==> src/rtl/manual_drive_pkg.sv <==
// -----------------------------------------------------------------------------
// manual_drive_pkg
// Shared definitions for the manual-drive command path:
//   - state_t      : FSM states of manual_drive_ctrl
//   - DIR_*        : bit index of each direction in the 8-bit one-hot vector
//   - KEY_*        : bit position of each key in the command byte
// Optional feature macro: MANUAL_DRIVE_WATCHDOG_EN (adds the TIMEOUT state).
// -----------------------------------------------------------------------------
package manual_drive_pkg;

    localparam int DIR_W = 8;

    // One-hot direction bit positions
    localparam int DIR_F  = 0;
    localparam int DIR_B  = 1;
    localparam int DIR_L  = 2;
    localparam int DIR_R  = 3;
    localparam int DIR_LF = 4;
    localparam int DIR_RF = 5;
    localparam int DIR_LB = 6;
    localparam int DIR_RB = 7;

    // Key bit positions in the command byte
    localparam int KEY_W = 0;
    localparam int KEY_A = 1;
    localparam int KEY_S = 2;
    localparam int KEY_D = 3;

    typedef enum logic [1:0] {
        ST_OFF     = 2'd0,
        ST_STOP    = 2'd1,
`ifdef MANUAL_DRIVE_WATCHDOG_EN
        ST_DRIVE   = 2'd2,
        ST_TIMEOUT = 2'd3
`else
        ST_DRIVE   = 2'd2
`endif
    } state_t;

endpackage

==> src/rtl/manual_cmd_decode.sv <==
// -----------------------------------------------------------------------------
// manual_cmd_decode
// Combinational W/A/S/D decode into an 8-bit one-hot direction.
// Opposing keys cancel per axis (W+S, A+D). Any nonzero bit above the key
// nibble decodes to stop and raises o_err.
// Ports:
//   i_cmd  [CMD_W-1:0] command byte, key bits in [3:0]
//   o_dir  [7:0]       one-hot direction, 0 = stop
//   o_err              upper bits nonzero
// -----------------------------------------------------------------------------
module manual_cmd_decode
    import manual_drive_pkg::*;
#(
    parameter int CMD_W = 8
) (
    input  logic [CMD_W-1:0] i_cmd,
    output logic [DIR_W-1:0] o_dir,
    output logic             o_err
);

    logic w_upper;
    logic w_fwd;
    logic w_back;
    logic w_left;
    logic w_right;

    generate
        if (CMD_W > 4) begin : g_upper
            assign w_upper = |i_cmd[CMD_W-1:4];
        end else begin : g_no_upper
            assign w_upper = 1'b0;
        end
    endgenerate

    assign w_fwd   = i_cmd[KEY_W] & ~i_cmd[KEY_S];
    assign w_back  = i_cmd[KEY_S] & ~i_cmd[KEY_W];
    assign w_left  = i_cmd[KEY_A] & ~i_cmd[KEY_D];
    assign w_right = i_cmd[KEY_D] & ~i_cmd[KEY_A];

    always_comb begin
        o_dir = '0;
        o_err = w_upper;
        if (!w_upper) begin
            if (w_fwd) begin
                if (w_left)       o_dir[DIR_LF] = 1'b1;
                else if (w_right) o_dir[DIR_RF] = 1'b1;
                else              o_dir[DIR_F]  = 1'b1;
            end else if (w_back) begin
                if (w_left)       o_dir[DIR_LB] = 1'b1;
                else if (w_right) o_dir[DIR_RB] = 1'b1;
                else              o_dir[DIR_B]  = 1'b1;
            end else if (w_left) begin
                o_dir[DIR_L] = 1'b1;
            end else if (w_right) begin
                o_dir[DIR_R] = 1'b1;
            end
        end
    end

endmodule

==> src/rtl/manual_drive_ctrl.sv <==
// -----------------------------------------------------------------------------
// manual_drive_ctrl
// Manual-drive command FSM: decodes framed W/A/S/D beats, debounces direction
// changes over HOLD_BEATS identical beats (stop is never debounced) and drives a
// registered one-hot direction plus stop.
// Optional feature macro: MANUAL_DRIVE_WATCHDOG_EN -- link watchdog that forces
// stop (state TIMEOUT) after TIMEOUT_CYCLES clocks without a command beat.
// Ports:
//   i_clk, i_rst_n     clock, synchronous active-low reset
//   i_manual_on        manual mode selected (level)
//   i_cmd_valid        one-cycle strobe qualifying i_cmd
//   i_cmd [CMD_W-1:0]  key bits [0]W [1]A [2]S [3]D, upper bits must be 0
//   o_dir [7:0]        one-hot direction F,B,L,R,LF,RF,LB,RB
//   o_stop             high exactly when o_dir == 0
//   o_cmd_err          one-cycle pulse after a processed beat with upper bits set
//   o_timeout          high while in TIMEOUT
//   o_dbg_state        current FSM state
// Handshake: i_cmd_valid is a strobe with no back-pressure; a beat is consumed
// in the cycle it is high, and only while in STOP or DRIVE is it decoded.
// -----------------------------------------------------------------------------
module manual_drive_ctrl
    import manual_drive_pkg::*;
#(
    parameter int CMD_W          = 8,
    parameter int HOLD_BEATS     = 2,
    parameter int TIMEOUT_CYCLES = 5_000_000
) (
    input  logic             i_clk,
    input  logic             i_rst_n,
    input  logic             i_manual_on,
    input  logic             i_cmd_valid,
    input  logic [CMD_W-1:0] i_cmd,
    output logic [DIR_W-1:0] o_dir,
    output logic             o_stop,
    output logic             o_cmd_err,
    output logic             o_timeout,
    output state_t           o_dbg_state
);

    localparam int HW = $clog2(HOLD_BEATS + 1);
    localparam logic [HW-1:0] HOLD_MAX = HW'(HOLD_BEATS);

    generate
        if (CMD_W < 4 || HOLD_BEATS < 1 || TIMEOUT_CYCLES < 1) begin : g_bad_param
            $error("manual_drive_ctrl: illegal parameter value");
        end
    endgenerate

    state_t           r_state,  w_state_nx;
    logic [DIR_W-1:0] r_dir,    w_dir_nx;
    logic [DIR_W-1:0] r_cand,   w_cand_nx;
    logic [HW-1:0]    r_hold,   w_hold_nx;
    logic             r_stop;
    logic             r_cmd_err, w_err_nx;

    logic [DIR_W-1:0] w_dec_dir;
    logic             w_dec_err;
    logic [HW-1:0]    w_hold_new;

    manual_cmd_decode #(.CMD_W(CMD_W)) u_decode (
        .i_cmd (i_cmd),
        .o_dir (w_dec_dir),
        .o_err (w_dec_err)
    );

    // Count for this beat if it is a non-stop change: continue the candidate
    // run (saturating) or start a fresh run at 1.
    always_comb begin
        w_hold_new = HW'(1);
        if (w_dec_dir == r_cand) begin
            w_hold_new = (r_hold < HOLD_MAX) ? r_hold + HW'(1) : HOLD_MAX;
        end
    end

`ifdef MANUAL_DRIVE_WATCHDOG_EN
    localparam int WD_W = $clog2(TIMEOUT_CYCLES + 1);
    localparam logic [WD_W-1:0] WD_LAST = WD_W'(TIMEOUT_CYCLES - 1);
    localparam logic [WD_W-1:0] WD_MAX  = WD_W'(TIMEOUT_CYCLES);
    logic [WD_W-1:0] r_wd, w_wd_nx;
`endif

    always_comb begin
        w_state_nx = r_state;
        w_dir_nx   = r_dir;
        w_cand_nx  = r_cand;
        w_hold_nx  = r_hold;
        w_err_nx   = 1'b0;
`ifdef MANUAL_DRIVE_WATCHDOG_EN
        w_wd_nx    = r_wd;
`endif
        if (!i_manual_on) begin
            // Leaving manual mode wins over any beat in the same cycle
            w_state_nx = ST_OFF;
            w_dir_nx   = '0;
            w_cand_nx  = '0;
            w_hold_nx  = '0;
`ifdef MANUAL_DRIVE_WATCHDOG_EN
            w_wd_nx    = '0;
`endif
        end else begin
            case (r_state)
                ST_OFF: begin
                    w_state_nx = ST_STOP;
                end
                ST_STOP, ST_DRIVE: begin
                    if (i_cmd_valid) begin
                        w_err_nx = w_dec_err;
`ifdef MANUAL_DRIVE_WATCHDOG_EN
                        w_wd_nx  = '0;
`endif
                        if (w_dec_dir == '0) begin
                            w_state_nx = ST_STOP;
                            w_dir_nx   = '0;
                            w_cand_nx  = '0;
                            w_hold_nx  = '0;
                        end else if (w_dec_dir == r_dir) begin
                            w_cand_nx = '0;
                            w_hold_nx = '0;
                        end else if (w_hold_new == HOLD_MAX) begin
                            w_state_nx = ST_DRIVE;
                            w_dir_nx   = w_dec_dir;
                            w_cand_nx  = '0;
                            w_hold_nx  = '0;
                        end else begin
                            w_cand_nx = w_dec_dir;
                            w_hold_nx = w_hold_new;
                        end
                    end
`ifdef MANUAL_DRIVE_WATCHDOG_EN
                    else if (r_wd == WD_LAST) begin
                        // This edge brings the idle count to the limit
                        w_state_nx = ST_TIMEOUT;
                        w_dir_nx   = '0;
                        w_cand_nx  = '0;
                        w_hold_nx  = '0;
                        w_wd_nx    = WD_MAX;
                    end else begin
                        w_wd_nx = r_wd + WD_W'(1);
                    end
`endif
                end
`ifdef MANUAL_DRIVE_WATCHDOG_EN
                ST_TIMEOUT: begin
                    // The waking beat only restores STOP; it is not decoded
                    if (i_cmd_valid) begin
                        w_state_nx = ST_STOP;
                        w_wd_nx    = '0;
                    end
                end
`endif
                default: begin
                    w_state_nx = ST_OFF;
                    w_dir_nx   = '0;
                    w_cand_nx  = '0;
                    w_hold_nx  = '0;
                end
            endcase
        end
    end

    always_ff @(posedge i_clk) begin
        if (!i_rst_n) begin
            r_state   <= ST_OFF;
            r_dir     <= '0;
            r_cand    <= '0;
            r_hold    <= '0;
            r_stop    <= 1'b1;
            r_cmd_err <= 1'b0;
        end else begin
            r_state   <= w_state_nx;
            r_dir     <= w_dir_nx;
            r_cand    <= w_cand_nx;
            r_hold    <= w_hold_nx;
            r_stop    <= (w_dir_nx == '0);
            r_cmd_err <= w_err_nx;
        end
    end

`ifdef MANUAL_DRIVE_WATCHDOG_EN
    always_ff @(posedge i_clk) begin
        if (!i_rst_n) begin
            r_wd <= '0;
        end else begin
            r_wd <= w_wd_nx;
        end
    end
    assign o_timeout = (r_state == ST_TIMEOUT);
`else
    assign o_timeout = 1'b0;
`endif

    assign o_dir       = r_dir;
    assign o_stop      = r_stop;
    assign o_cmd_err   = r_cmd_err;
    assign o_dbg_state = r_state;

endmodule

==> config.mk <==
export PLATFORM = sky130hd
export DESIGN_NAME = manual_drive_ctrl
export DESIGN_NICKNAME = d
export VERILOG_FILES = /design/src/rtl/manual_drive_pkg.sv /design/src/rtl/manual_cmd_decode.sv /design/src/rtl/manual_drive_ctrl.sv
export SDC_FILE = /design/constraint.sdc
export NUM_CORES = 1
export LEC_CHECK = 0
export BUFFER_PORTS_ARGS = -buffer_cell sky130_fd_sc_hd__buf_2
export CAP_MARGIN = 20
export CORE_MARGIN = 1.5
export CORE_UTILIZATION = 49
export DETAILED_ROUTE_END_ITERATION = 6
export PLACE_DENSITY = 0.86
export SLEW_MARGIN = 30
export SYNTH_ARGS = -nofsm -noshare
export SYNTH_HDL_FRONTEND = slang
export SYNTH_HIERARCHICAL = 1
export SYNTH_SLANG_ARGS = --single-unit
export TNS_END_PERCENT = 20
==> constraint.sdc <==
create_clock -name i_clk -period 2.6 [get_ports i_clk]
set_input_delay 0.26 -clock i_clk [delete_from_list [all_inputs] [get_ports i_clk]]
set_output_delay 0.26 -clock i_clk [all_outputs]
set_load 0.005 [all_outputs]
==> summary.md, run 1 <==
| Metric | Value |
|---|---|
| Hold Path Class | primary input to flip-flop |
| Multi-input logic area | 881 um2 |
| Fin. Hold Viols | 0 |
| Initial core utilization | 53.5% |
| Worst setup EP type | flip-flop |
| Synthesized area per cell | 8.96 um2 |
| Sequential-to-total area share from yosys stat | between 30% and 40% |
| Sw Pwr | 151 uW |
| Slew Limit Fails | 0 |
| Setup repair bufs after CTS | 0 |
| Largest family of logic cells by synthesized area | simple AND/OR/NAND/NOR gates |
| Quantity of gates resized following cts | 0 |
| Root buffer cell | clkbuf_4 |
| Metal-1 WL | ~1400 um |
| Worst slew margin | 61.7% |
| RSZ-0062 raised after global routing | no |
| GPL Wtd Cong | 0.867 |
| I/O Pins | 25 |
| Via density | 6.01 |
| P&R area growth vs syn | 20.9% |
| Most common cell after layout, fill and taps aside | buf_2 |
| Post-synth EDFFs | 0 |
| Fin crit share | 93.5% |
| Grt total ovfl | 0 |
| Most frequent cells in the layout | buf_2, dfxtp_1, nand2_1, buf_4, nor2_1 |
| Die area | 3100 um2 |
| Layout Nets | a little over 200 |
| WP data arrival | 2.69 ns |
| Clock share of power | 32.8% |
| Htree depth | 1 |
| Global-route wire length before repair | 5680 um |
| CP Launch Type | primary input |
| PwrDens | 364 nW/um2 |
| Worst EP required | between 2 and 3 ns |
| Top sig layer | met4 |
| Switching Share | around 25% |
| Final Skew | ~0.0049 ns |
| Worst-Skew Late Latency | 0.32 ns |
| TritonRoute pass-1 iters | 4 |
| Max clock buf depth | 2 |
| Placement row count | 18 |
| Post-Syn Nets | 168 |
| Diodes inserted | 0 |
| DRC viols | 0 |
| Synth Area in XOR/XNOR | 10.9% |
| Largest net degree at the start of global routing | 15 |
| Worst R2R Path Depth | 6 |
| Via count | 1311 |
| DR WL met3 | 145 um |
| Yosys top cell area share | 32.4% |
| Wire per inst | between 15 and 20 um |
| CTS tree | done |
| Critical path type | primary input to flip-flop |
| Synth top area cells | dfxtp_1, a32o_1, xor2_1 |
| WL met2 | 1710 um |
| Seq pwr share | 56.7% |
| Layout cells sized above 1 | around 28% |
| Cell variety after synth | 41 |
| Vias in the first global route | between 1000 and 1500 |
| Fmax | between 0.4 and 0.5 GHz |
| Max-cap violations | 0 |
| Post-Syn Instances | 152 |
| Dpl hpwl | 2630 um |
| Clock slew at reported path FFs | between 0.1 and 0.15 ns |
| Cell taking the most area after synthesis | dfxtp_1 |
| Antenna violations before repair | 0 |
| Run status | completed |
| IO buf count | 23 |
| Routed wire length | approximately 3400 um |
| Core area | 2540 um2 |
| CTS sink cnt | 22 |
| Post-synthesis mux area share | 0.735% |
| Die Y | around 56 um |
| Asr flop ratio synth | 0% |
| Routed Antenna Nets | 0 |
| Synth Area in Adders | 3.68% |
| Simple-gate share of the synthesized area | 29.0% |
| Worst-Margin Slew | 0.573 ns |
| Starting DRC count in detailed routing | 74 |
| Fill count | 211 |
| P_int | roughly 450 uW |
| Crit-path max FO | 9 |
| Prevailing post-synth register cell | dfxtp_1 |
| Post-CTS Hold Fix Bufs | 0 |
| Gr usage total | 22.8% |
| Setup TNS | 0 ns |
| Leakage power | 0.750 nW |
| Compound-Gate Fraction of Synth Area | 18.5% |
| Final worst slack | 0.170 ns |
| Comb pwr share | between 10% and 20% |
| Die Span X | 55.7 um |
| Peak VDD IR | 0.000269 V |
| Register area | 440 um2 |
| Number of synthesized register bits | 22 |
| Pre-CTS WS | -0.147 ns |
| Final setup viols | 0 |
| Final min period | around 2.4 ns |
| Cell Area, Synth | 1360 um2 |
| Yosys warns | 6 |
| WHS Path Cells | 4 |
| Num CTS Buffers | 3 |
## critical path, cell delays in order
cell and delay [ns]:
buf_2 0.10, or4_4 0.62, and4bb_2 0.42, xor2_1 0.16
nor3_1 0.07, buf_4 0.15, and3_1 0.17, nor4_4 0.50
a32o_1 0.24
## cells by family (layout without fill, tap and decap cells)
kind of cell	Yosys count	after routing
simple gates	64	64
compound gates	30	30
flops	22	22
xor+xnor	17	17
buf+inv	13	49
fa+ha+maj	4	4
other cells	1	1
mux	1	1
## metal layers
layer  vias up  GRT usage (%)
met3         7           3.26
met5         -              0
met2        42           40.0
met1       630           26.9
met4         0           11.1
li1        632              -
## registers in the layout, indices dropped and copies added, names as in the netlist
| name | count |
|---|---|
| o_dir | 8 |
| r_cand | 8 |
| o_dbg_state | 2 |
| r_hold | 2 |
| o_cmd_err | 1 |
| o_stop | 1 |
## power groups by stage
stage | combinational (mW) | sequential (mW) | clock, mW
floorplan | 0.0390 | 0.347 | 0
global placement | 0.0593 | 0.347 | 0
detailed placement | 0.0620 | 0.347 | 0
CTS | 0.0623 | 0.340 | 0.199
global route | 0.0700 | 0.340 | 0.213
finish | 0.0630 | 0.340 | 0.196
## through the flow
stage	std cells	power, mW	util (%)	hold slack [ns]	area, um2
2_1_floorplan	152	0.386	-	0.437	1380
3_3_place_gp	214	0.406	63.2	0.467	1610
3_5_place_dp	214	0.409	63.2	0.473	1610
4_1_cts	218	0.601	64.7	0.256	1650
5_1_grt	218	0.623	64.7	0.269	1650
6_report	218	0.599	64.7	0.258	1650
## worst paths after layout
check                                            startpoint                      to  slack, ns
worst max-delay path                               i_cmd[5]  r_cand[7]$_SDFFE_PN0P_       0.17
worst min-delay path                            i_manual_on       o_stop$_SDFF_PN1_       0.26
worst max register to register  o_dbg_state[1]$_SDFFE_PN0P_  r_cand[7]$_SDFFE_PN0P_       0.74
worst min register to register       r_hold[1]$_SDFFE_PN0P_  r_hold[1]$_SDFFE_PN0P_       0.50
## cells in the mapped netlist, types with 2 or more instances
master / n
nand3b_1: 2
o21ai_0: 4
nand3_1: 7
a32o_1: 8
a211o_1: 2
xnor2_1: 8
nor2_1: 11
xor2_1: 9
dfxtp_1: 22
a21oi_1: 2
ha_1: 4
buf_2: 2
nor3_1: 4
nor4b_2: 4
inv_1: 8
nand4_1: 2
and3_1: 5
or4_1: 2
and2_1: 3
o211ai_1: 5
nor4_1: 4
nand2_1: 15
## final cells by class
class / instances / share of cell area, %
Clock buffer: 4 / 2.21
Multi-Input combinational cell: 117 / 53.5
Timing Repair Buffer: 37 / 13.4
Inverter: 8 / 1.83
Tap cell: 30 / 2.28
Sequential cell: 22 / 26.8
Note: power is estimated with default switching activity, not from simulation.
==> inputs of run 2 (changes only) <==
--- a/config.mk
+++ b/config.mk
@@ -8,12 +8,11 @@
 export BUFFER_PORTS_ARGS = -buffer_cell sky130_fd_sc_hd__buf_2
 export CAP_MARGIN = 20
 export CORE_MARGIN = 1.5
-export CORE_UTILIZATION = 49
+export CORE_UTILIZATION = 54
 export DETAILED_ROUTE_END_ITERATION = 6
-export PLACE_DENSITY = 0.86
+export PLACE_DENSITY = 0.9
 export SLEW_MARGIN = 30
 export SYNTH_ARGS = -nofsm -noshare
 export SYNTH_HDL_FRONTEND = slang
 export SYNTH_HIERARCHICAL = 1
 export SYNTH_SLANG_ARGS = --single-unit
-export TNS_END_PERCENT = 20
==> constraint.sdc (replaced) <==
create_clock -name i_clk -period 2.4 [get_ports i_clk]
set_input_delay 0.24 -clock i_clk [delete_from_list [all_inputs] [get_ports i_clk]]
set_output_delay 0.24 -clock i_clk [all_outputs]
set_load 0.005 [all_outputs]
==> run 2 against run 1 <==
The run now ends with negative setup slack left; worst setup slack lost 0.21 ns; clock skew grew 0.017 ns; core utilization grew 16 points; critical path depth grew 1; design area grew 19%; sequential power grew 8.2%; combinational power grew 43%; via count grew 18%; highest routed layer unchanged; clock power shrank 13%.
==> summary.md, run 2 (same netlist as run 1, synthesis figures left out) <==
| Metric | Value |
|---|---|
| Via density | 6.41 (+6.6%) |
| Most frequent cells in the layout | buf_4, buf_2, dfxtp_1, nand2_1 |
| Worst hold start | i_manual_on |
| Seq pwr share | 58.6% (+1.9 points) |
| Placed Instance Area | 1730 um2 (+7.8%) |
| Vias in the first global route | 1171 (-9.3%) |
| Clock share of power | 27.1% (-5.7 points) |
| Routed Antenna Nets | 0 (unchanged) |
| Worst EP required | 2.65 ns (-0.21 ns) |
| Final min period | 2.44 ns |
| P_int | 461 uW (+2.9%) |
| I/O Pins | 25 (unchanged) |
| Fin crit share | 102% |
| P&R area growth vs syn | 43.9% |
| Pre-CTS WS | -0.281 ns (-0.133 ns) |
| Wire per inst | 18.1 um (+18%) |
| TritonRoute pass-1 iters | 4 (unchanged) |
| Initial core utilization | 56.0% (+2.5 points) |
| Critical path type | primary input to flip-flop |
| Worst setup EP type | flip-flop |
| GPL Wtd Cong | 0.844 (-2.6%) |
| Fill count | 148 (-30%) |
| Run status | complete, but fails checks |
| Leakage power | 0.926 nW (+23%) |
| DRC viols | 0 (unchanged) |
| CP Launch Type | primary input |
| Worst slew margin | 60.5% (-1.1 points) |
| Routed wire length | 4370 um (+30%) |
| Sw Pwr | 167 uW (+10%) |
| Clock slew at reported path FFs | 0.13 ns (about the same) |
| Slew Limit Fails | 0 (unchanged) |
| FF-to-FF setup slack | 0.53 ns (-0.21 ns) |
| Final setup viols | 1 (+1) |
| Grt total ovfl | 0 (unchanged) |
| Worst-Margin Slew | 0.590 ns (+0.0172 ns) |
| Fmax | about 0.41 GHz |
| Layout cells sized above 1 | 41.2% (+13 points) |
| Die Span X | 53.2 um (-4.5%) |
| Failing checks | negative setup slack |
| Global-route wire length before repair | 5110 um (-10%) |
| Largest net degree at the start of global routing | 15 (unchanged) |
| CTS sink cnt | 22 (unchanged) |
| Final Skew | 0.0217 ns (+0.0168 ns) |
| Switching Share | 26.6% (+1.4 points) |
| Worst-Skew Late Latency | 0.32 ns (about the same) |
| Diodes inserted | 0 (unchanged) |
| Reg-to-reg endpoint | o_dir[4]$_SDFF_PN0_ |
| WP data arrival | 2.69 ns (about the same) |
| Antenna violations before repair | 0 (unchanged) |
| Die Y | 53.2 um (-4.5%) |
| Hold Path Class | primary input to flip-flop |
| Placement row count | 18 (unchanged) |
| CTS tree | done |
| Final instance area | 1960 um2 (+19%) |
| Crit-path max FO | 7 (-2) |
| Most common cell after layout, fill and taps aside | buf_4 |
| Worst Hold End | o_stop$_SDFF_PN1_ |
| Gr usage total | 25.0% (+2.2 points) |
| Worst R2R Path Depth | 6 (unchanged) |
| Layout Nets | 229 (+12%) |
| Htree depth | 1 (unchanged) |
| PwrDens | 320 nW/um2 (-12%) |
| Die area | 2830 um2 (-8.8%) |
| Starting DRC count in detailed routing | 57 (-23%) |
| Core area | 2430 um2 (-4.4%) |
| Max-cap violations | 0 (unchanged) |
| IO buf count | 23 (unchanged) |
| Num CTS Buffers | 3 (unchanged) |
| Dpl hpwl | 2650 um (+0.75%) |
| Root buffer cell | clkbuf_4 |
| Peak VDD IR | 0.000330 V (+23%) |
| Post-CTS Hold Fix Bufs | 0 (unchanged) |
| Via count | 1545 (+18%) |
| WHS Path Cells | 4 (unchanged) |
| Final worst slack | -0.0396 ns (-0.209 ns) |
| Fin. Hold Viols | 0 (unchanged) |
| Max clock buf depth | 2 (unchanged) |
| Comb pwr share | 14.3% (+3.8 points) |
| Worst R2R Start | o_dbg_state[0]$_SDFFE_PN0P_ |
-- run 2: final cells by class --
class / instances / area [um2] / share of cell area, %
Multi-Input combinational cell: 118 / 1020 / 52.0
Sequential cell: 22 / 440 / 22.5
Timing Repair Buffer: 60 / 409 / 20.9
Tap cell: 30 / 37.5 / 1.92
Inverter: 8 / 30.0 / 1.53
Clock buffer: 3 / 22.5 / 1.15
-- run 2: metrics by stage --
step | TNS, ns | cells | power [mW] | util, % | hold WS (ns)
finish | -0.0396 | 241 | 0.628 | 80.6 | 0.224
detailed placement | -4.65 | 226 | 0.457 | 71.3 | 0.479
global route | -0.334 | 241 | 0.654 | 80.6 | 0.230
floorplan | -0.0846 | 152 | 0.423 | - | 0.417
CTS | 0 | 229 | 0.618 | 72.2 | 0.242
global placement | -3.06 | 226 | 0.452 | 71.3 | 0.467
-- run 2: worst max-delay path by stage --
stage | slack [ns] | depth (start not counted) | to | startpoint
after CTS | 0.04 | 9 | r_cand[6]$_SDFFE_PN0P_ | i_cmd[5]
after floorplan | -0.02 | 8 | o_dir[0]$_SDFF_PN0_ | i_cmd[5]
after global placement | -0.19 | 10 | r_cand[5]$_SDFFE_PN0P_ | i_cmd[5]
after global routing | -0.09 | 10 | o_dir[4]$_SDFF_PN0_ | i_cmd[6]
final | -0.04 | 10 | o_dir[4]$_SDFF_PN0_ | i_cmd[6]
after detailed placement | -0.28 | 9 | r_cand[0]$_SDFFE_PN0P_ | i_cmd[5]
-- run 2: layer usage --
| layer | track usage, % | routed length, um |
|---|---|---|
| met1 | 30.3 | 1700 |
| met2 | 43.8 | 2260 |
| met3 | 2.82 | 253 |
| met4 | 10.7 | 152 |
| met5 | 0 | 0 |
-- run 2: power by group through the flow --
stage                     clock (mW)  sequential, mW  combinational, mW
final                          0.170           0.368             0.0900
after global routing           0.189           0.368             0.0967
after CTS                      0.169           0.368             0.0810
after detailed placement           0           0.376             0.0806
after global placement             0           0.376             0.0766
after floorplan                    0           0.376             0.0467
-- run 2: repair_timing --
item	in CTS	in global routing
buffers inserted	0	10
resized for setup	0	22
setup endpoints to repair	0	17
hold endpoints to repair	0	0
-- run 2: worst max-delay path, cell delays in order --
cell and delay, ns:
buf_2 0.11, or4_4 0.62, nor4b_4 0.34, buf_4 0.20, xnor2_2 0.11, nand4_1 0.24
o2111ai_4 0.40, buf_6 0.18, nand3_1 0.11, o211ai_1 0.14
